**src/rtl/capture_sched_pkg.sv**
```systemverilog
// Shared types and constants for the capture scheduler.
//   state_e     : scheduler FSM states
//   err_code_e  : failure reason reported alongside the err pulse
//   CAM_*       : camera_sel encodings
//   rr_pick     : round-robin grant between the two pending requests
package capture_sched_pkg;

  localparam int unsigned CNT_W_DEF = 16;
  localparam int unsigned TO_W_DEF  = 32;
  localparam int unsigned GAP_W_DEF = 16;

  localparam logic CAM_HAWK = 1'b0;
  localparam logic CAM_OWL  = 1'b1;

  typedef enum logic [2:0] {
    ST_IDLE   = 3'd0,
    ST_ARB    = 3'd1,
    ST_SETTLE = 3'd2,
    ST_ARM    = 3'd3,
    ST_RUN    = 3'd4,
    ST_GAP    = 3'd5
  } state_e;

  typedef enum logic [1:0] {
    ERR_NONE     = 2'd0,
    ERR_LOCK     = 2'd1,
    ERR_START_TO = 2'd2,
    ERR_FRAME_TO = 2'd3
  } err_code_e;

  // Both pending: alternate away from the previous grant; otherwise the single requester.
  function automatic logic rr_pick(input logic pend_hawk, input logic pend_owl,
                                   input logic last_grant);
    if (pend_hawk && pend_owl) return ~last_grant;
    if (pend_hawk)             return CAM_HAWK;
    return CAM_OWL;
  endfunction

endpackage

```
**src/rtl/capture_scheduler_timer.sv**
```systemverilog
// Per-state cycle timer for the capture scheduler.
//   clk_i, rst_ni : clock, async active-low reset
//   clear_i       : synchronous clear (wins over enable)
//   en_i          : count one per cycle, saturating at all-ones
//   limit_i       : timeout limit, 0 disables the timeout
//   cnt_o         : cycles spent since the last clear (registered)
//   hit_c         : combinational, high on the cycle where cnt == limit-1
module sched_timer
  import capture_sched_pkg::*;
#(
  parameter int unsigned TO_W = TO_W_DEF
) (
  input  logic            clk_i,
  input  logic            rst_ni,
  input  logic            clear_i,
  input  logic            en_i,
  input  logic [TO_W-1:0] limit_i,
  output logic [TO_W-1:0] cnt_o,
  output logic            hit_c
);

  logic [TO_W-1:0] cnt_q;
  logic [TO_W-1:0] cnt_d;

  // Next count: clear first, then saturating increment.
  always_comb begin
    cnt_d = cnt_q;
    if (clear_i) begin
      cnt_d = '0;
    end else if (en_i && (cnt_q != '1)) begin
      cnt_d = cnt_q + TO_W'(1);
    end
  end

  always_ff @(posedge clk_i or negedge rst_ni) begin
    if (!rst_ni) cnt_q <= '0;
    else         cnt_q <= cnt_d;
  end

  assign cnt_o = cnt_q;
  assign hit_c = (limit_i != '0) && (cnt_q == (limit_i - TO_W'(1)));

endmodule

```
**src/rtl/capture_scheduler.sv**
```systemverilog
// Capture scheduler for the shared Hawk/Owl camera datapath.
// Arbitrates capture requests, drives camera_sel and the new_capture pulse,
// supervises each capture with start/frame timeouts, enforces an inter-frame
// gap and keeps frame/error counters.
//   sys_clk, sys_rst_n              : clock, async active-low reset
//   hawk_req, owl_req, abort        : 1-cycle request / abort pulses
//   cfg_start_to, cfg_frame_to      : timeouts in cycles, 0 = disabled
//   cfg_gap                         : idle cycles after each capture
//   serde_locked, camera_in_progress: status from the camera top
//   camera_sel, new_capture, busy   : control to camera top / software
//   done, done_cam, err, err_code   : completion reporting
//   hawk_frames, owl_frames         : wrapping success counters
//   err_count                       : saturating failure counter
module capture_scheduler
  import capture_sched_pkg::*;
#(
  parameter int unsigned CNT_W = CNT_W_DEF,
  parameter int unsigned TO_W  = TO_W_DEF,
  parameter int unsigned GAP_W = GAP_W_DEF
) (
  input  logic             sys_clk,
  input  logic             sys_rst_n,
  input  logic             hawk_req,
  input  logic             owl_req,
  input  logic             abort,
  input  logic [TO_W-1:0]  cfg_start_to,
  input  logic [TO_W-1:0]  cfg_frame_to,
  input  logic [GAP_W-1:0] cfg_gap,
  input  logic             serde_locked,
  input  logic             camera_in_progress,
  output logic             camera_sel,
  output logic             new_capture,
  output logic             busy,
  output logic             done,
  output logic             done_cam,
  output logic             err,
  output logic [1:0]       err_code,
  output logic [CNT_W-1:0] hawk_frames,
  output logic [CNT_W-1:0] owl_frames,
  output logic [CNT_W-1:0] err_count
);

  state_e           state_q,       state_d;
  logic             pend_hawk_q,   pend_hawk_d;
  logic             pend_owl_q,    pend_owl_d;
  logic             last_q,        last_d;
  logic             sel_q,         sel_d;
  logic             new_capture_q, new_capture_d;
  logic             busy_q,        busy_d;
  logic             done_q,        done_d;
  logic             done_cam_q,    done_cam_d;
  logic             err_q,         err_d;
  err_code_e        err_code_q,    err_code_d;
  logic [CNT_W-1:0] hawk_frames_q, hawk_frames_d;
  logic [CNT_W-1:0] owl_frames_q,  owl_frames_d;
  logic [CNT_W-1:0] err_count_q,   err_count_d;

  logic             grant;
  logic             tmr_clear;
  logic             tmr_en;
  logic [TO_W-1:0]  tmr_limit;
  logic [TO_W-1:0]  tmr_cnt;
  logic             tmr_hit;
  logic             gap_over;

  // Timer restarts on every state change; only the wait states carry a limit.
  assign tmr_clear = (state_d != state_q);
  assign tmr_en    = (state_q != ST_IDLE);

  always_comb begin
    tmr_limit = '0;
    case (state_q)
      ST_ARM:  tmr_limit = cfg_start_to;
      ST_RUN:  tmr_limit = cfg_frame_to;
      default: tmr_limit = '0;
    endcase
  end

  sched_timer #(
    .TO_W (TO_W)
  ) u_timer (
    .clk_i   (sys_clk),
    .rst_ni  (sys_rst_n),
    .clear_i (tmr_clear),
    .en_i    (tmr_en),
    .limit_i (tmr_limit),
    .cnt_o   (tmr_cnt),
    .hit_c   (tmr_hit)
  );

  // A zero gap still spends one cycle in GAP.
  assign gap_over = (cfg_gap == '0) || (tmr_cnt >= (TO_W'(cfg_gap) - TO_W'(1)));
  assign grant    = rr_pick(pend_hawk_q, pend_owl_q, last_q);

  // Next-state and registered-output logic.
  always_comb begin
    state_d       = state_q;
    pend_hawk_d   = pend_hawk_q | hawk_req;
    pend_owl_d    = pend_owl_q  | owl_req;
    last_d        = last_q;
    sel_d         = sel_q;
    new_capture_d = 1'b0;
    done_d        = 1'b0;
    done_cam_d    = done_cam_q;
    err_d         = 1'b0;
    err_code_d    = err_code_q;
    hawk_frames_d = hawk_frames_q;
    owl_frames_d  = owl_frames_q;
    err_count_d   = err_count_q;

    if (abort && (state_q != ST_IDLE)) begin
      state_d = ST_GAP;
    end else begin
      case (state_q)
        ST_IDLE: begin
          if (pend_hawk_q || pend_owl_q) state_d = ST_ARB;
        end
        ST_ARB: begin
          if (pend_hawk_q || pend_owl_q) begin
            sel_d   = grant;
            last_d  = grant;
            state_d = ST_SETTLE;
            if (grant == CAM_HAWK) pend_hawk_d = 1'b0;
            else                   pend_owl_d  = 1'b0;
          end else begin
            state_d = ST_IDLE;
          end
        end
        ST_SETTLE: begin
          // Second settle cycle decides: missing lock fails without pulsing.
          if (tmr_cnt == TO_W'(1)) begin
            if (!serde_locked) begin
              err_d       = 1'b1;
              err_code_d  = ERR_LOCK;
              done_cam_d  = sel_q;
              err_count_d = (&err_count_q) ? err_count_q : err_count_q + CNT_W'(1);
              state_d     = ST_GAP;
            end else begin
              new_capture_d = 1'b1;
              state_d       = ST_ARM;
            end
          end
        end
        ST_ARM: begin
          if (camera_in_progress) begin
            state_d = ST_RUN;
          end else if (tmr_hit) begin
            err_d       = 1'b1;
            err_code_d  = ERR_START_TO;
            done_cam_d  = sel_q;
            err_count_d = (&err_count_q) ? err_count_q : err_count_q + CNT_W'(1);
            state_d     = ST_GAP;
          end
        end
        ST_RUN: begin
          // Completion takes priority over a coincident frame timeout.
          if (!camera_in_progress) begin
            done_d     = 1'b1;
            err_code_d = ERR_NONE;
            done_cam_d = sel_q;
            if (sel_q == CAM_HAWK) hawk_frames_d = hawk_frames_q + CNT_W'(1);
            else                   owl_frames_d  = owl_frames_q  + CNT_W'(1);
            state_d = ST_GAP;
          end else if (tmr_hit) begin
            err_d       = 1'b1;
            err_code_d  = ERR_FRAME_TO;
            done_cam_d  = sel_q;
            err_count_d = (&err_count_q) ? err_count_q : err_count_q + CNT_W'(1);
            state_d     = ST_GAP;
          end
        end
        ST_GAP: begin
          if (gap_over) state_d = ST_IDLE;
        end
        default: state_d = ST_IDLE;
      endcase
    end

    // Abort flushes pending work, including a request arriving the same cycle.
    if (abort) begin
      pend_hawk_d = 1'b0;
      pend_owl_d  = 1'b0;
    end

    busy_d = (state_d != ST_IDLE);
  end

  always_ff @(posedge sys_clk or negedge sys_rst_n) begin
    if (!sys_rst_n) begin
      state_q       <= ST_IDLE;
      pend_hawk_q   <= 1'b0;
      pend_owl_q    <= 1'b0;
      last_q        <= CAM_OWL;  // first contested grant goes to Hawk
      sel_q         <= CAM_HAWK;
      new_capture_q <= 1'b0;
      busy_q        <= 1'b0;
      done_q        <= 1'b0;
      done_cam_q    <= CAM_HAWK;
      err_q         <= 1'b0;
      err_code_q    <= ERR_NONE;
      hawk_frames_q <= '0;
      owl_frames_q  <= '0;
      err_count_q   <= '0;
    end else begin
      state_q       <= state_d;
      pend_hawk_q   <= pend_hawk_d;
      pend_owl_q    <= pend_owl_d;
      last_q        <= last_d;
      sel_q         <= sel_d;
      new_capture_q <= new_capture_d;
      busy_q        <= busy_d;
      done_q        <= done_d;
      done_cam_q    <= done_cam_d;
      err_q         <= err_d;
      err_code_q    <= err_code_d;
      hawk_frames_q <= hawk_frames_d;
      owl_frames_q  <= owl_frames_d;
      err_count_q   <= err_count_d;
    end
  end

  assign camera_sel  = sel_q;
  assign new_capture = new_capture_q;
  assign busy        = busy_q;
  assign done        = done_q;
  assign done_cam    = done_cam_q;
  assign err         = err_q;
  assign err_code    = err_code_q;
  assign hawk_frames = hawk_frames_q;
  assign owl_frames  = owl_frames_q;
  assign err_count   = err_count_q;

endmodule

```
**config.mk**
```make
export PLATFORM = sky130hd
export DESIGN_NAME = capture_scheduler
export DESIGN_NICKNAME = d
export VERILOG_FILES = /design/src/rtl/capture_sched_pkg.sv /design/src/rtl/capture_scheduler_timer.sv /design/src/rtl/capture_scheduler.sv
export SDC_FILE = /design/constraint.sdc
export NUM_CORES = 1
export LEC_CHECK = 0
export CAP_MARGIN = 0
export CELL_PAD_IN_SITES_DETAIL_PLACEMENT = 1
export CELL_PAD_IN_SITES_GLOBAL_PLACEMENT = 1
export CORE_MARGIN = 2
export CORE_UTILIZATION = 30
export CTS_CLUSTER_SIZE = 30
export DETAILED_ROUTE_END_ITERATION = 12
export PLACE_DENSITY_LB_ADDON = 0.1
export SLEW_MARGIN = 10
export SYNTH_ARGS = -nofsm -noshare
export SYNTH_HDL_FRONTEND = slang
export SYNTH_SLANG_ARGS = --single-unit
```
**constraint.sdc**
```tcl
create_clock -name sys_clk -period 5.3 [get_ports sys_clk]
set_input_delay 1.06 -clock sys_clk [delete_from_list [all_inputs] [get_ports sys_clk]]
set_output_delay 1.06 -clock sys_clk [all_outputs]
set_load 0.01 [all_outputs]
```
==> out/metrics.yaml, run 1 <==
num-nets-final: 1108
setup_viol: 0
path_clk_slew_ns: 0.08
post-route-util_pct: 39.8
worstPathCellList: "clkdlybuf4s50_1, nor4_1, buf_4, nand2_1, nor3_2, nand3b_1, nand2b_1, buf_4, ha_1, nand4_1, nor2_1, o2111ai_1, o311ai_1, buf_4, nor3b_2, mux2_2, nand3_1, buf_12, nor2_1"
avgSynthCellArea_sq_um: 9.02
dp_slack_ns: -0.227
die_x_um: 162
core_sq_um: 24500
synthArstFlopShare_pct: 100
worstPathMaxFanout: 32
peakVddDrop_mv: 0.156
netlist_area_sq_um: 7500
cts_hold_buf: 0
start_util_pct: 30.7
floorplan.rows: 57
root_buffer: "clkbuf_16"
synth-edff-count: 0
synthDistinctLibCells: 78
grt_util_all_layers_pct: 18.7
final_common_cell: "clkdlybuf4s50_1"
dpl.cell_count: 1294
antenna_found_initial: 0
synth_top_area_cell: "dfrtp_1"
gp_congestion: 0.820
antenna_cells: 0
syn2layout_area_growth_pct: 29.8
path_buf_inv: 5
drv_slew: 0
die_h_um: 162
final_cell_mix: "141 x clkdlybuf4s50_1, 93 x dfrtp_1, 83 x nor2_1"
cp.arrival_ns: 5.11
synthTopCellsByArea: "dfrtp_1 31%, xnor2_1 8.1%, xor2_1 6.8%"
vias: 6894
slowest_delay_ns: 0.43
cts_buffer_depth: 2
yosysWarnings: 0
cts_tree: "done"
fillCellCount: 2824
clkLatencyLatePin_ns: 0.36
wl_per_cell_um: 18.4
vias_per_cell: 5.26
dieArea_sq_um: 26300
hpwl_mm: 18.4
cts_sinks: 94
finalCritPeriodShare_pct: 92.0
hold_path.class: "reg -> reg"
maxSlewHeadroom_pct: 35.9
final_cell_count_no_fill: 1310
crit_type: "in -> reg"
grt_pass1_vias: 7239
cts_resized: 0
drive_gt1_share_pct: 10.0
worst_slack_ns: 0.421
post_cts_buffers: 0
drc_errors: 0
grt_pass1_wl_mm: 39.5
ys_ff_latch: 94
critPathMostFrequentCell: "buf_4"
drt_iter0_markers: 312
worstSetupEndpointType: "register"
grt_overflow: 0
hold_slack_ns: 0.469
worst_pin_slew_ns: 0.961
io_buffer_count: 142
cts_made_buffers: 9
h-tree-depth: 3
pin_count: 143
critPathTopFamily: "simple AND/OR/NAND/NOR gates"
yosys_most_used_dff: "dfrtp_1"
p_leak_nw: 4.13
cp-start-kind: "input port"
clock_skew_ns: 0.0171
hold_violations: 0
syn_nets: 959
wirelength_mm: 24.1
rsz0062_at_grt: "no"
p_per_area_nw_per_um2: 259
cp.required_ns: 5.54
period_needed_ns: 4.88
fin_setup_tns_ns: 0
ys_seq_area_share_pct: 31.4
grt_start_max_net_pins: 70
syn-instance-count: 832
final_antenna_net_count: 0
status: "completed"
netlist.area_leader.share_pct: 31.0
slowest_stage: "clkdlybuf4s50_1"
first_pass_iters: 5
max-cap-violations: 0
max_freq_ghz: 0.205
## worst register-to-register path: cells and delay by family, from the launching register on
family	cells	cell delay (ns)
AO/OA/AOI/OAI	3	0.94
buffers and inverters	2	0.45
flip-flops	1	0.42
multiplexers	1	0.37
AND/OR/NAND/NOR	7	2.07
## state kept, by name (all words and copies together), names as in the netlist
name,cells
busy,1
camera_sel,1
done,1
done_cam,1
err,1
err_code,2
err_count,16
hawk_frames,16
last_q,1
new_capture,1
owl_frames,16
pend_hawk_q,1
pend_owl_q,1
state_q,3
u_timer.cnt_o,32
## synthesized netlist by cell type (8+ instances only)
cell type / n
o211ai_1: 9
nand2_1: 67
dfrtp_1: 93
xnor2_1: 69
inv_1: 12
and3_1: 24
xor2_1: 58
a22oi_2: 13
nand4_1: 32
nor2b_1: 8
o21ai_0: 19
and4_1: 8
a211oi_1: 10
a22o_1: 9
o22ai_1: 8
a21oi_1: 17
ha_1: 40
clkbuf_1: 22
nor4_1: 20
nor3_1: 22
a22oi_1: 12
nand3_1: 41
nor2_1: 83
## area by class of cell
cell class / count / area (sq um) / share of cell area [%]
repair buffers: 178 / 1740 / 17.9
inverters: 12 / 45.0 / 0.462
multi-input cells: 686 / 4910 / 50.4
clock inverters: 7 / 62.6 / 0.642
well taps: 324 / 405 / 4.16
flip-flops and latches: 94 / 2350 / 24.2
clock buffers: 9 / 225 / 2.31
## kinds of logic after synthesis
family / share of synthesized area (%)
compound gates: 17.5
xor+xnor: 14.8
fa+ha+maj: 6.67
buf+inv: 3.52
flops: 31.4
mux: 1.03
simple gates: 25.1
## layer usage
| layer | part of all wire (%) | track usage (%) | up-vias |
|---|---|---|---|
| met4 | 0.73 | 3.34 | 0 |
| li1 | - | - | 3380 |
| met2 | 49 | 32.5 | 132 |
| met3 | 4.0 | 3.17 | 12 |
| met1 | 47 | 24.8 | 3370 |
| met5 | 0 | 0 | - |
## final timing paths
kind / slack [ns] / to / cells after the start / start
setup reg to reg: 0.92 / busy / 13 / state_q[1]
max in group asynchronous: 3.51 / owl_frames[5] / 2 / sys_rst_n
setup / recovery: 0.42 / u_timer.cnt_o[17] / 19 / cfg_gap[2]
hold / removal: 0.47 / last_q / 2 / last_q
hold reg to reg: 0.47 / last_q / 2 / last_q
min in group asynchronous: 0.83 / u_timer.cnt_o[9] / 1 / sys_rst_n
## through the flow
| stage | cell area [sq um] | total power, mW |
|---|---|---|
| final | 9740 | 2.52 |
| after global routing | 9740 | 2.70 |
| after CTS | 9730 | 2.56 |
| after detailed placement | 9440 | 1.88 |
| after global placement | 9440 | 1.88 |
| after floorplan | 7500 | 1.48 |
## power breakdown
group | switching [mW] | internal [mW] | total (mW)
sequential | 0.0735 | 0.771 | 0.845
clock | 0.324 | 0.330 | 0.653
combinational | 0.555 | 0.471 | 1.03
total | 0.952 | 1.57 | 2.52
No activity file was read; power rests on OpenSTA's default activity.
==> run 2: changes to the inputs <==
--- a/config.mk
+++ b/config.mk
@@ -12,7 +12,7 @@
 export CORE_UTILIZATION = 30
 export CTS_CLUSTER_SIZE = 30
 export DETAILED_ROUTE_END_ITERATION = 12
-export PLACE_DENSITY_LB_ADDON = 0.1
+export PLACE_DENSITY_LB_ADDON = 0.05
 export SLEW_MARGIN = 10
 export SYNTH_ARGS = -nofsm -noshare
 export SYNTH_HDL_FRONTEND = slang
==> run 2 against run 1 <==
Against the previous run: worst setup slack worse by 0.15 ns; non-clock buffer count up 1; first-iteration DRC count down 17%; combinational power about the same; sequential power about the same; via count up 2.1%; fmax down 3.0%; register-to-register slack worse by 0.23 ns; clock-buffer cell count unchanged; utilization down 0.056 points; clock power up 2%; final area down 0.14%; critical endpoint is now u_timer.cnt_o[1]; highest routed layer is now met5.
==> out/metrics.yaml, run 2 (synthesis gave the netlist of run 1 again) <==
pin_count: 143
worstPathMaxFanout: 32
worstSetupEndpointType: "register"
slowest_stage: "clkdlybuf4s50_1"
cts_sinks: 94
drive_gt1_share_pct: 10.2
cts_buffer_depth: 2
critPathCapture: "u_timer.cnt_o[1]"
cts_made_buffers: 9
wl_met2_mm: 12.8
clkLatencyLatePin_ns: 0.36
finalPower_mw: 2.55
die_x_um: 162
grt_pass1_vias: 7600
vias_per_cell: 5.37
cts_hold_buf: 0
antenna_found_initial: 1
first_pass_iters: 4
period_needed_ns: 5.03
hold_slack_ns: 0.469
status: "completed"
r2r_slack_ns: 0.69
dr_wl_met3_um: 837
p_leak_nw: 4.13
num-nets-final: 1109
path_clk_slew_ns: 0.08
gp_congestion: 0.860
setup_viol: 0
antenna_cells: 0
max-cap-violations: 0
final_cell_mix: "141 x clkdlybuf4s50_1, 93 x dfrtp_1, 82 x nor2_1"
dpl.cell_count: 1295
grt_start_max_net_pins: 65
root_buffer: "clkbuf_16"
critPathTopFamily: "simple AND/OR/NAND/NOR gates"
slowest_delay_ns: 0.45
hpwl_mm: 20.0
cp.arrival_ns: 5.25
path_depth: 20
peakVddDrop_mv: 0.136
path_buf_inv: 4
routedLengthMet1_mm: 11.2
drc_errors: 0
rr_endpoint: "err_count[14]"
vias: 7036
fin_area_sq_um: 9730
worst_pin_slew_ns: 0.928
cp-start-kind: "input port"
fin_setup_tns_ns: 0
routed.top_layer: "met5"
worstPathCellList: "clkdlybuf4s50_1, nor4_2, nand2_1, nor3_1, nand3b_1, nand2b_2, buf_4, ha_1, nand2_1, nor3_1, o2111ai_1, a21oi_1, nor2_1, o311ai_2, buf_4, nor3b_1, mux2_2, nand3_1, buf_12, a211oi_1"
grt_overflow: 0
dieArea_sq_um: 26300
rr_worst_depth: 14
final_cell_count_no_fill: 1311
start_util_pct: 30.7
die_h_um: 162
post_cts_buffers: 0
h-tree-depth: 3
finalCritPeriodShare_pct: 94.9
wl_per_cell_um: 19.3
wirelength_mm: 25.3
clock_skew_ns: 0.0122
maxSlewHeadroom_pct: 38.2
io_buffer_count: 142
r2r-start: "state_q[1]"
cp.required_ns: 5.52
place_area_sq_um: 9410
largest_register_ffs: 32
syn2layout_area_growth_pct: 29.6
grt_pass1_wl_mm: 41.4
cts_tree: "done"
crit_type: "in -> reg"
max_freq_ghz: 0.199
startpoint: "cfg_gap[2]"
hold_violations: 0
drv_slew: 0
drt_iter0_markers: 258
hold_path.class: "reg -> reg"
floorplan.rows: 57
final_antenna_net_count: 0
fillCellCount: 2843
core_sq_um: 24500
final_common_cell: "clkdlybuf4s50_1"
p_per_area_nw_per_um2: 262
grt_util_all_layers_pct: 19.8
-- run 2: repair_timing --
action,CTS,global route
resized for setup,1,5
pin swaps,0,0
endpoints found under the setup margin,32,33
-- run 2: worst min-delay path: stages, from the launching register on --
cell and delay [ns]:
dfstp_2 0.38, nand2_1 0.05, nand2_1 0.05
-- run 2: per-stage QoR --
stage / worst slack (ns) / utilization, %
6_report: 0.269 / 39.8
5_1_grt: -0.0127 / 39.8
4_1_cts: 0.0509 / 39.7
3_5_place_dp: -0.411 / 38.5
3_3_place_gp: -0.161 / 38.5
2_1_floorplan: 0.628 / -
-- run 2: how the worst min path moves through the flow --
stage,startpoint,end,slack (ns),depth (start not counted)
after floorplan,last_q,last_q,0.44,2
after global placement,last_q,last_q,0.46,2
after detailed placement,last_q,last_q,0.46,2
after CTS,last_q,last_q,0.47,2
after global routing,owl_frames[15],owl_frames[15],0.49,1
final,last_q,last_q,0.47,2
-- run 2: final cells by class --
class	instances	area, sq um	share of cell area (%)
multi-input cells	686	4910	50.5
flip-flops and latches	94	2350	24.2
clock buffers	9	225	2.32
well taps	324	405	4.17
repair buffers	179	1710	17.6
clock inverters	7	75.1	0.772
inverters	12	45.0	0.463
-- run 2: power breakdown --
group / total [mW] / leakage (nW) / internal, mW / switching, mW
registers: 0.843 / 1.27 / 0.771 / 0.0722
logic: 1.04 / 2.72 / 0.475 / 0.566
clock network: 0.663 / 0.145 / 0.335 / 0.328
total: 2.55 / 4.13 / 1.58 / 0.966
-- run 2: layer usage --
metal | global-route usage, % | up-vias
li1 | - | 3378
met1 | 25.1 | 3522
met2 | 35.5 | 105
met3 | 2.66 | 29
met4 | 4.59 | 2
met5 | 0 | -
